===== src/rtl/addpkg.sv =====
// Shared types and constants for the FP add/subtract datapath.
//   o_err_t        : error code reported by add_sub_top (0 = no error)
//   fp_seq_state_t : issue/capture sequencer states
//   FP_*_W         : single-precision field widths and destination tag width
package addpkg;

  typedef logic [2:0] o_err_t;

  localparam int unsigned FP_EXP_W  = 8;
  localparam int unsigned FP_FRAC_W = 23;
  localparam int unsigned FP_TAG_W  = 5;

  typedef enum logic [1:0] {
    IDLE = 2'd0,
    EXEC = 2'd1,
    DONE = 2'd2
  } fp_seq_state_t;

endpackage


===== src/rtl/fp_addsub_seq_if.sv =====
// Operand/result handshake bundle for fp_addsub_seq.
//   in_valid/in_ready   : operand pair handshake (in_op, in_a, in_b, in_tag)
//   out_valid/out_ready : result handshake (out_result, out_err, out_tag)
// master = operand producer / result consumer, slave = the sequencer.
interface fp_addsub_seq_if;
  import addpkg::*;

  logic                in_valid;
  logic                in_ready;
  logic                in_op;
  logic [31:0]         in_a;
  logic [31:0]         in_b;
  logic [FP_TAG_W-1:0] in_tag;

  logic                out_valid;
  logic                out_ready;
  logic [31:0]         out_result;
  o_err_t              out_err;
  logic [FP_TAG_W-1:0] out_tag;

  modport master (
    output in_valid, in_op, in_a, in_b, in_tag, out_ready,
    input  in_ready, out_valid, out_result, out_err, out_tag
  );

  modport slave (
    input  in_valid, in_op, in_a, in_b, in_tag, out_ready,
    output in_ready, out_valid, out_result, out_err, out_tag
  );

endinterface


===== src/rtl/fp_addsub_seq.sv =====
// Issue/capture sequencer for the combinational add_sub_top FP adder.
// Accepts an operand pair, presents registered sign/exponent/fraction fields
// to add_sub_top for EXEC_CYCLES cycles, then captures fp_out/err_o into a
// result register held until the consumer accepts it.
// Ports:
//   clk, rst          : clock, asynchronous active-high reset
//   bus (slave)       : operand and result valid/ready handshakes
//   sign1..sig2,opcode: registered operand fields to add_sub_top
//   fp_out, err_o     : add_sub_top result and error code
//   flags_clr         : synchronous clear of err_sticky
//   err_sticky        : bit n set once a captured err_o equalled n (n=1..7)
module fp_addsub_seq
  import addpkg::*;
#(
  parameter int unsigned EXEC_CYCLES = 2
) (
  input  logic                 clk,
  input  logic                 rst,
  fp_addsub_seq_if.slave       bus,
  output logic                 sign1,
  output logic                 sign2,
  output logic [FP_EXP_W-1:0]  exp1,
  output logic [FP_EXP_W-1:0]  exp2,
  output logic [FP_FRAC_W-1:0] sig1,
  output logic [FP_FRAC_W-1:0] sig2,
  output logic                 opcode,
  input  logic [31:0]          fp_out,
  input  o_err_t               err_o,
  input  logic                 flags_clr,
  output logic [7:0]           err_sticky
);

  localparam logic [3:0] CNT_INIT = 4'(EXEC_CYCLES - 1);

  fp_seq_state_t       state_q, state_d;
  logic [3:0]          cnt_q, cnt_d;
  logic [31:0]         a_q, a_d, b_q, b_d;
  logic                op_q, op_d;
  logic [FP_TAG_W-1:0] tag_q, tag_d;
  logic [31:0]         res_q, res_d;
  o_err_t              err_q, err_d;
  logic [FP_TAG_W-1:0] otag_q, otag_d;
  logic [7:0]          sticky_q, sticky_d;
  logic                accept;

  always_comb begin
    state_d       = state_q;
    cnt_d         = cnt_q;
    a_d           = a_q;
    b_d           = b_q;
    op_d          = op_q;
    tag_d         = tag_q;
    res_d         = res_q;
    err_d         = err_q;
    otag_d        = otag_q;
    // Clear first, so a capture in the same cycle still lands its bit.
    sticky_d      = flags_clr ? '0 : sticky_q;
    accept        = 1'b0;
    bus.in_ready  = 1'b0;
    bus.out_valid = 1'b0;

    case (state_q)
      IDLE: begin
        bus.in_ready = 1'b1;
        if (bus.in_valid) begin
          accept  = 1'b1;
          state_d = EXEC;
        end
      end
      EXEC: begin
        if (cnt_q != '0) begin
          cnt_d = cnt_q - 4'd1;
        end else begin
          res_d   = fp_out;
          err_d   = err_o;
          otag_d  = tag_q;
          if (err_o != '0) sticky_d[err_o] = 1'b1;
          state_d = DONE;
        end
      end
      DONE: begin
        bus.out_valid = 1'b1;
        // Pass-through ready lets the next op issue as this result drains.
        bus.in_ready  = bus.out_ready;
        if (bus.out_ready) begin
          if (bus.in_valid) begin
            accept  = 1'b1;
            state_d = EXEC;
          end else begin
            state_d = IDLE;
          end
        end
      end
      default: state_d = IDLE;
    endcase

    if (accept) begin
      a_d   = bus.in_a;
      b_d   = bus.in_b;
      op_d  = bus.in_op;
      tag_d = bus.in_tag;
      cnt_d = CNT_INIT;
    end
  end

  always_ff @(posedge clk or posedge rst) begin
    if (rst) begin
      state_q  <= IDLE;
      cnt_q    <= '0;
      a_q      <= '0;
      b_q      <= '0;
      op_q     <= 1'b0;
      tag_q    <= '0;
      res_q    <= '0;
      err_q    <= '0;
      otag_q   <= '0;
      sticky_q <= '0;
    end else begin
      state_q  <= state_d;
      cnt_q    <= cnt_d;
      a_q      <= a_d;
      b_q      <= b_d;
      op_q     <= op_d;
      tag_q    <= tag_d;
      res_q    <= res_d;
      err_q    <= err_d;
      otag_q   <= otag_d;
      sticky_q <= sticky_d;
    end
  end

  assign sign1          = a_q[31];
  assign exp1           = a_q[30:23];
  assign sig1           = a_q[22:0];
  assign sign2          = b_q[31];
  assign exp2           = b_q[30:23];
  assign sig2           = b_q[22:0];
  assign opcode         = op_q;
  assign bus.out_result = res_q;
  assign bus.out_err    = err_q;
  assign bus.out_tag    = otag_q;
  assign err_sticky     = sticky_q;

endmodule


===== src/flat_wrapper.sv =====
// flat-port wrapper written by rule: the top's interface ports become plain ports
module fp_addsub_seq_flat import addpkg::*;
#(
  parameter int unsigned EXEC_CYCLES = 2
)
  (clk, rst, sign1, sign2, exp1, exp2, sig1, sig2, opcode, fp_out, err_o, flags_clr, err_sticky, bus_in_valid, bus_in_op, bus_in_a, bus_in_b, bus_in_tag, bus_out_ready, bus_in_ready, bus_out_valid, bus_out_result, bus_out_err, bus_out_tag);
  fp_addsub_seq_if bus_i ();
  input  logic clk;
  input  logic rst;
  output logic sign1;
  output logic sign2;
  output logic [FP_EXP_W-1:0] exp1;
  output logic [FP_EXP_W-1:0] exp2;
  output logic [FP_FRAC_W-1:0] sig1;
  output logic [FP_FRAC_W-1:0] sig2;
  output logic opcode;
  input  logic [31:0] fp_out;
  input  o_err_t err_o;
  input  logic flags_clr;
  output logic [7:0] err_sticky;
  input wire logic [$bits(bus_i.in_valid)-1:0] bus_in_valid;
  input wire logic [$bits(bus_i.in_op)-1:0] bus_in_op;
  input wire logic [$bits(bus_i.in_a)-1:0] bus_in_a;
  input wire logic [$bits(bus_i.in_b)-1:0] bus_in_b;
  input wire logic [$bits(bus_i.in_tag)-1:0] bus_in_tag;
  input wire logic [$bits(bus_i.out_ready)-1:0] bus_out_ready;
  output wire logic [$bits(bus_i.in_ready)-1:0] bus_in_ready;
  output wire logic [$bits(bus_i.out_valid)-1:0] bus_out_valid;
  output wire logic [$bits(bus_i.out_result)-1:0] bus_out_result;
  output wire logic [$bits(bus_i.out_err)-1:0] bus_out_err;
  output wire logic [$bits(bus_i.out_tag)-1:0] bus_out_tag;
  assign bus_i.in_valid = bus_in_valid;
  assign bus_i.in_op = bus_in_op;
  assign bus_i.in_a = bus_in_a;
  assign bus_i.in_b = bus_in_b;
  assign bus_i.in_tag = bus_in_tag;
  assign bus_i.out_ready = bus_out_ready;
  assign bus_in_ready = bus_i.in_ready;
  assign bus_out_valid = bus_i.out_valid;
  assign bus_out_result = bus_i.out_result;
  assign bus_out_err = bus_i.out_err;
  assign bus_out_tag = bus_i.out_tag;
  fp_addsub_seq #(.EXEC_CYCLES(EXEC_CYCLES)) u_core (.clk(clk), .rst(rst), .bus(bus_i), .sign1(sign1), .sign2(sign2), .exp1(exp1), .exp2(exp2), .sig1(sig1), .sig2(sig2), .opcode(opcode), .fp_out(fp_out), .err_o(err_o), .flags_clr(flags_clr), .err_sticky(err_sticky));
endmodule

===== config.mk =====
export PLATFORM = sky130hd
export DESIGN_NAME = fp_addsub_seq_flat
export DESIGN_NICKNAME = d
export VERILOG_FILES = /design/src/rtl/addpkg.sv /design/src/rtl/fp_addsub_seq_if.sv /design/src/rtl/fp_addsub_seq.sv /design/src/flat_wrapper.sv
export SDC_FILE = /design/constraint.sdc
export NUM_CORES = 1
export LEC_CHECK = 0
export ABC_AREA = 1
export BUFFER_PORTS_ARGS = -buffer_cell sky130_fd_sc_hd__buf_2
export CAP_MARGIN = 20
export CORE_MARGIN = 2
export CORE_UTILIZATION = 44
export CTS_BUF_LIST = sky130_fd_sc_hd__clkbuf_8
export CTS_CLUSTER_SIZE = 16
export DETAILED_ROUTE_END_ITERATION = 16
export GPL_TIMING_DRIVEN = 0
export PLACE_DENSITY = 0.79
export SLEW_MARGIN = 10
export SYNTH_ARGS = -nofsm -noshare
export SYNTH_HDL_FRONTEND = slang
export SYNTH_SLANG_ARGS = --single-unit

===== constraint.sdc =====
create_clock -name clk -period 4.3 [get_ports clk]
set_clock_uncertainty 0.15 [all_clocks]
set_input_delay 0.86 -clock clk [delete_from_list [all_inputs] [get_ports clk]]
set_output_delay 0.86 -clock clk [all_outputs]
set_load 0.1 [all_outputs]

# Word level (Yosys, flattened, before mapping)

Cells that the tools add are included.

Memories: 0
Latch bits: 0
Register bits: 124
RAM bits: 0
Bits in read-only memories: 0
Input bits: 110

Magnitude comparators: 2
Reductions and logical operators: 9
Equal/unequal tests: 5
Div/mod/pow operators: 0
Muxes and demuxes: 19
$mul: 0
Add/subtract/negate cells: 1
Bitwise logic cells: 2
Shift-type cells: 0

Operator list:

| cell                                                               | number |
|---|---|
| 2-to-1 mux 8 bit                                                   | 4 |
| 2-to-1 mux 4 bit                                                   | 3 |
| bitwise OR 8 bit                                                   | 1 |
| 2-to-1 mux 2 bit                                                   | 3 |
| inequality test 2 bit (second input constant)                      | 3 |
| case mux 2 bit (3 select lines)                                    | 1 |
| 2-to-1 mux 1 bit                                                   | 5 |
| less-than comparator 3 x 4 -> 1 bit (second input constant)        | 1 |
| case mux 1 bit (2 select lines)                                    | 2 |
| AND reduction 2 bit                                                | 2 |
| nonzero test 2 bit                                                 | 2 |
| nonzero test 4 bit                                                 | 1 |
| subtractor 4 x 1 -> 4 bit (second input constant)                  | 1 |
| demux 1 bit (select 3 bit)                                         | 1 |
| greater-or-equal comparator 3 x 1 -> 1 bit (second input constant) | 1 |
| AND reduction 3 bit                                                | 1 |
| nonzero test 3 bit                                                 | 1 |
| equality test 2 x 1 -> 1 bit (second input constant)               | 1 |
| equality test 2 bit (second input constant)                        | 1 |
| zero test 2 bit                                                    | 1 |
| logical AND 1 bit                                                  | 1 |
| inverter 1 bit                                                     | 1 |

# Logic depth before layout (Yosys ltp)

Word-level depth: 8
Gate-level depth with buffers: 8

# Worst setup path after synthesis

OpenSTA, ideal clock, no wires.

Path type: input -> output
Start: in bus_out_ready
End: out bus_in_ready
Arrival: 2.091 ns
Required time: 3.290 ns
Path slack: 1.199 ns
Cell stages on the path: 3
Buffers on the path: 1
Cells stage by stage: inv_1 > a21oi_1 > clkbuf_1

Longest elaborated chain between the ends: 1

Ends and longest elaborated chain:

| element                         | RTL line            | RTL |
|---|---|---|
| start, declared                 | flat_wrapper.sv:26  | `input wire logic [$bits(bus_i.out_ready)-1:0] bus_out_ready;` |
| case mux 1 bit (2 select lines) | fp_addsub_seq.sv:62 | `case (state_q)` |
| end, declared                   | flat_wrapper.sv:27  | `output wire logic [$bits(bus_i.in_ready)-1:0] bus_in_ready;` |

No other way between the ends.

# Final worst setup path

Same ends and word-level chain as after synthesis.

==> metrics.md <==
| Metric | Value |
|---|---|
| Critical path launch point type | input pin |
| Hpwl dp | 9.34 mm |
| Critical path data arrival time | 2060 ps |
| Worst Tran Pin Value | 574 ps |
| Area share of the largest cell type after synthesis | 63.3% |
| Starting density of the core | 45.2% |
| RSZ-0062 raised after global routing | false |
| Final hold viol count | 0 |
| CP required | 3290 ps |
| CTS clk-pin slew, worst paths | 70 ps |
| Maximum clock frequency | 325 MHz |
| Relative slew slack | 61.7% |
| Initial antenna violation count | 0 |
| CTS Hold Bufs | 0 |
| Layout area overhead | 36.8% |
| Largest net degree at the start of global routing | 40 |
| GRT overflow | 0 |
| Drt drc | 0 |
| Total number of vias | 4,482 |
| Crit Path Max Fanout | 10 |
| Post-CTS sizing | 0 |
| Seq/Total Area, Yosys | 63.3% |
| Avg Synthesized Cell Area | 9.02 µm² |
| Yosys reg bits | 124 |
| Core footprint | 0.0108 mm² |
| Tot GR Track Use | 21.6% |
| H-tree levels | 4 |
| IO Pins | 225 |
| Die Wd | 110 µm |
| Final RePlAce weighted congestion | 0.791 |
| Skew-Pair Late Insertion Delay | 420 ps |
| Drt wl/cell | 13.4 µm |
| Post-CTS Setup Inserts | 0 |
| Max-cap violations | 0 |
| Nets | 902 |
| Cts bufs inserted | 17 |
| ANT cells | 0 |
| Synth area leader | dfrtp_1 |
| Worst hold path type | flop to flop |
| # setup viols final | 0 |
| Vias in the first global route | 4,411 |
| Clock Path Buffers | 2 |
| Crit path time final | 3070 ps |
| CTS root buf | clkbuf_8 |
| Port Buf Inserts | 224 |
| Ys Warns | 0 |
| Area contributors post-synth | dfrtp_1 (63%), nand2_1 (20%), nand3_1 (7.4%) |
| Fin crit share | 71.5% |
| Slew Limit Fails | 0 |
| Vias/cell | 4.75 |
| Status | completed |
| Final wirelength | 12.7 mm |
| FILL cells | 938 |
| Post-synth cell types | 21 |
| Die ar. | 0.0120 mm² |
| Die extent in y | 110 µm |
| Row count | 38 |
| DR iter-0 viols | 220 |
| Setup Total Neg Slack | 0 ps |
| Crit. End Element | primary output |
| Initial DRT Pass Iterations | 4 |
| First-pass GRT wire length | 20.0 mm |
| CTS tree | done |
| Synthesized instance count | 544 |
| Synthesized area | 0.00490 mm² |
| Synthesized net count | 656 |
| Routed Antenna Nets | 0 |
| Start-to-end type of the worst setup path | input pin to primary output |
| Share of cells above drive strength 1 | 35.7% |
| Total clock sinks | 124 |
==> kinds of logic after synthesis <==
| group | Yosys count | synth area share, % |
|---|---|---|
| adder cells (fa/ha/maj) | 2 | 0.510 |
| XOR/XNOR | 1 | 0.179 |
| flip-flops | 124 | 63.3 |
| AND/OR/NAND/NOR | 346 | 28.7 |
| buffers and inverters | 49 | 4.62 |
| AO/OA/AOI/OAI | 22 | 2.70 |
==> routing by layer <==
layer	wire, µm	vias to the layer above	global-route usage, %
met2	5930	184	36.2
met1	5300	2079	25.7
met3	1220	18	7.17
met5	0	-	0
li1	-	2201	-
met4	195	0	8.50
==> area by class of cell <==
| type | instances | area (µm²) | share of cell area, % |
|---|---|---|---|
| Sequential cell | 124 | 3100 | 46.2 |
| Multi-Input combinational cell | 371 | 1580 | 23.5 |
| Timing Repair Buffer | 227 | 1180 | 17.6 |
| Clock buffer | 20 | 275 | 4.10 |
| Tap cell | 140 | 175 | 2.61 |
| Clock inverter | 12 | 170 | 2.54 |
| Buffer | 30 | 155 | 2.31 |
| Inverter | 19 | 75.1 | 1.12 |
==> registers in the layout, summed over array words and instances, names as in the netlist <==
name and cells:
u_core.tag_q 5, u_core.state_q 2, u_core.opcode 1, u_core.bus.out_err 3, u_core.bus.out_tag 5, u_core.bus.out_result 32, u_core.cnt_q 4, u_core.err_sticky 8
u_core.a_q 32, u_core.b_q 32
==> critical path, stage by stage <==
cell and delay (ps):
buf_2 80, inv_1 50, a21oi_1 210, clkbuf_1 350, buf_2 510
==> worst paths after layout <==
kind,start,endpoint,slack [ps],cells after the start
worst min register to register,u_core.bus.out_result[19],u_core.bus.out_result[19],310,2
worst max-delay path,bus_out_ready,bus_in_ready,1230,5
worst max register to register,u_core.cnt_q[0],u_core.bus.out_result[6],2590,8
worst min-delay path,u_core.bus.out_result[19],u_core.bus.out_result[19],310,2
max in group asynchronous,rst,u_core.bus.out_result[16],2860,4
min in group asynchronous,rst,u_core.a_q[5],340,2
==> stage by stage <==
| stage | std cells | setup WS (ps) | hold slack, ps | instance area [µm²] | util [%] |
|---|---|---|---|---|---|
| 5_1_grt | 943 | 1140 | 337 | 6710 | 61.9 |
| 3_3_place_gp | 908 | 985 | 299 | 6200 | 57.2 |
| 2_1_floorplan | 544 | 1200 | 315 | 4910 | - |
| 3_5_place_dp | 911 | 1210 | 304 | 6260 | 57.8 |
| 6_report | 943 | 1230 | 315 | 6710 | 61.9 |
| 4_1_cts | 943 | 1210 | 320 | 6710 | 61.9 |
==> Yosys cell counts <==
| master | number |
|---|---|
| o21ai_1 | 4 |
| nor2_4 | 1 |
| clkbuf_1 | 8 |
| buf_4 | 5 |
| o21ai_0 | 5 |
| nand2_1 | 258 |
| nor2_2 | 1 |
| buf_6 | 1 |
| inv_1 | 18 |
| buf_2 | 13 |
| nand3_1 | 73 |
| buf_1 | 3 |
| a21oi_1 | 7 |
| inv_2 | 1 |
| o21ai_2 | 6 |
| nand4_1 | 1 |
| nand3_2 | 1 |
| ha_1 | 2 |
| nor2_1 | 11 |
| dfrtp_1 | 124 |
| xor2_1 | 1 |
==> placed cells by master, fill, tap and decap left out, types with 2 or more instances in the layout <==
cell / instances
o21ai_2: 6
o21ai_0: 5
a21oi_1: 7
dfrtp_1: 124
clkinv_4: 2
ha_1: 2
inv_1: 19
nand2_1: 258
bufinv_16: 4
buf_12: 3
buf_2: 237
clkinv_2: 2
clkbuf_1: 8
o21ai_1: 4
buf_4: 5
nand3_1: 73
clkinvlp_4: 3
clkbuf_8: 20
buf_1: 3
nor2_1: 11
Power is left out: the tool's default activity adds up to more than one toggle a clock period on the data nets, which glitch-free logic cannot reach.
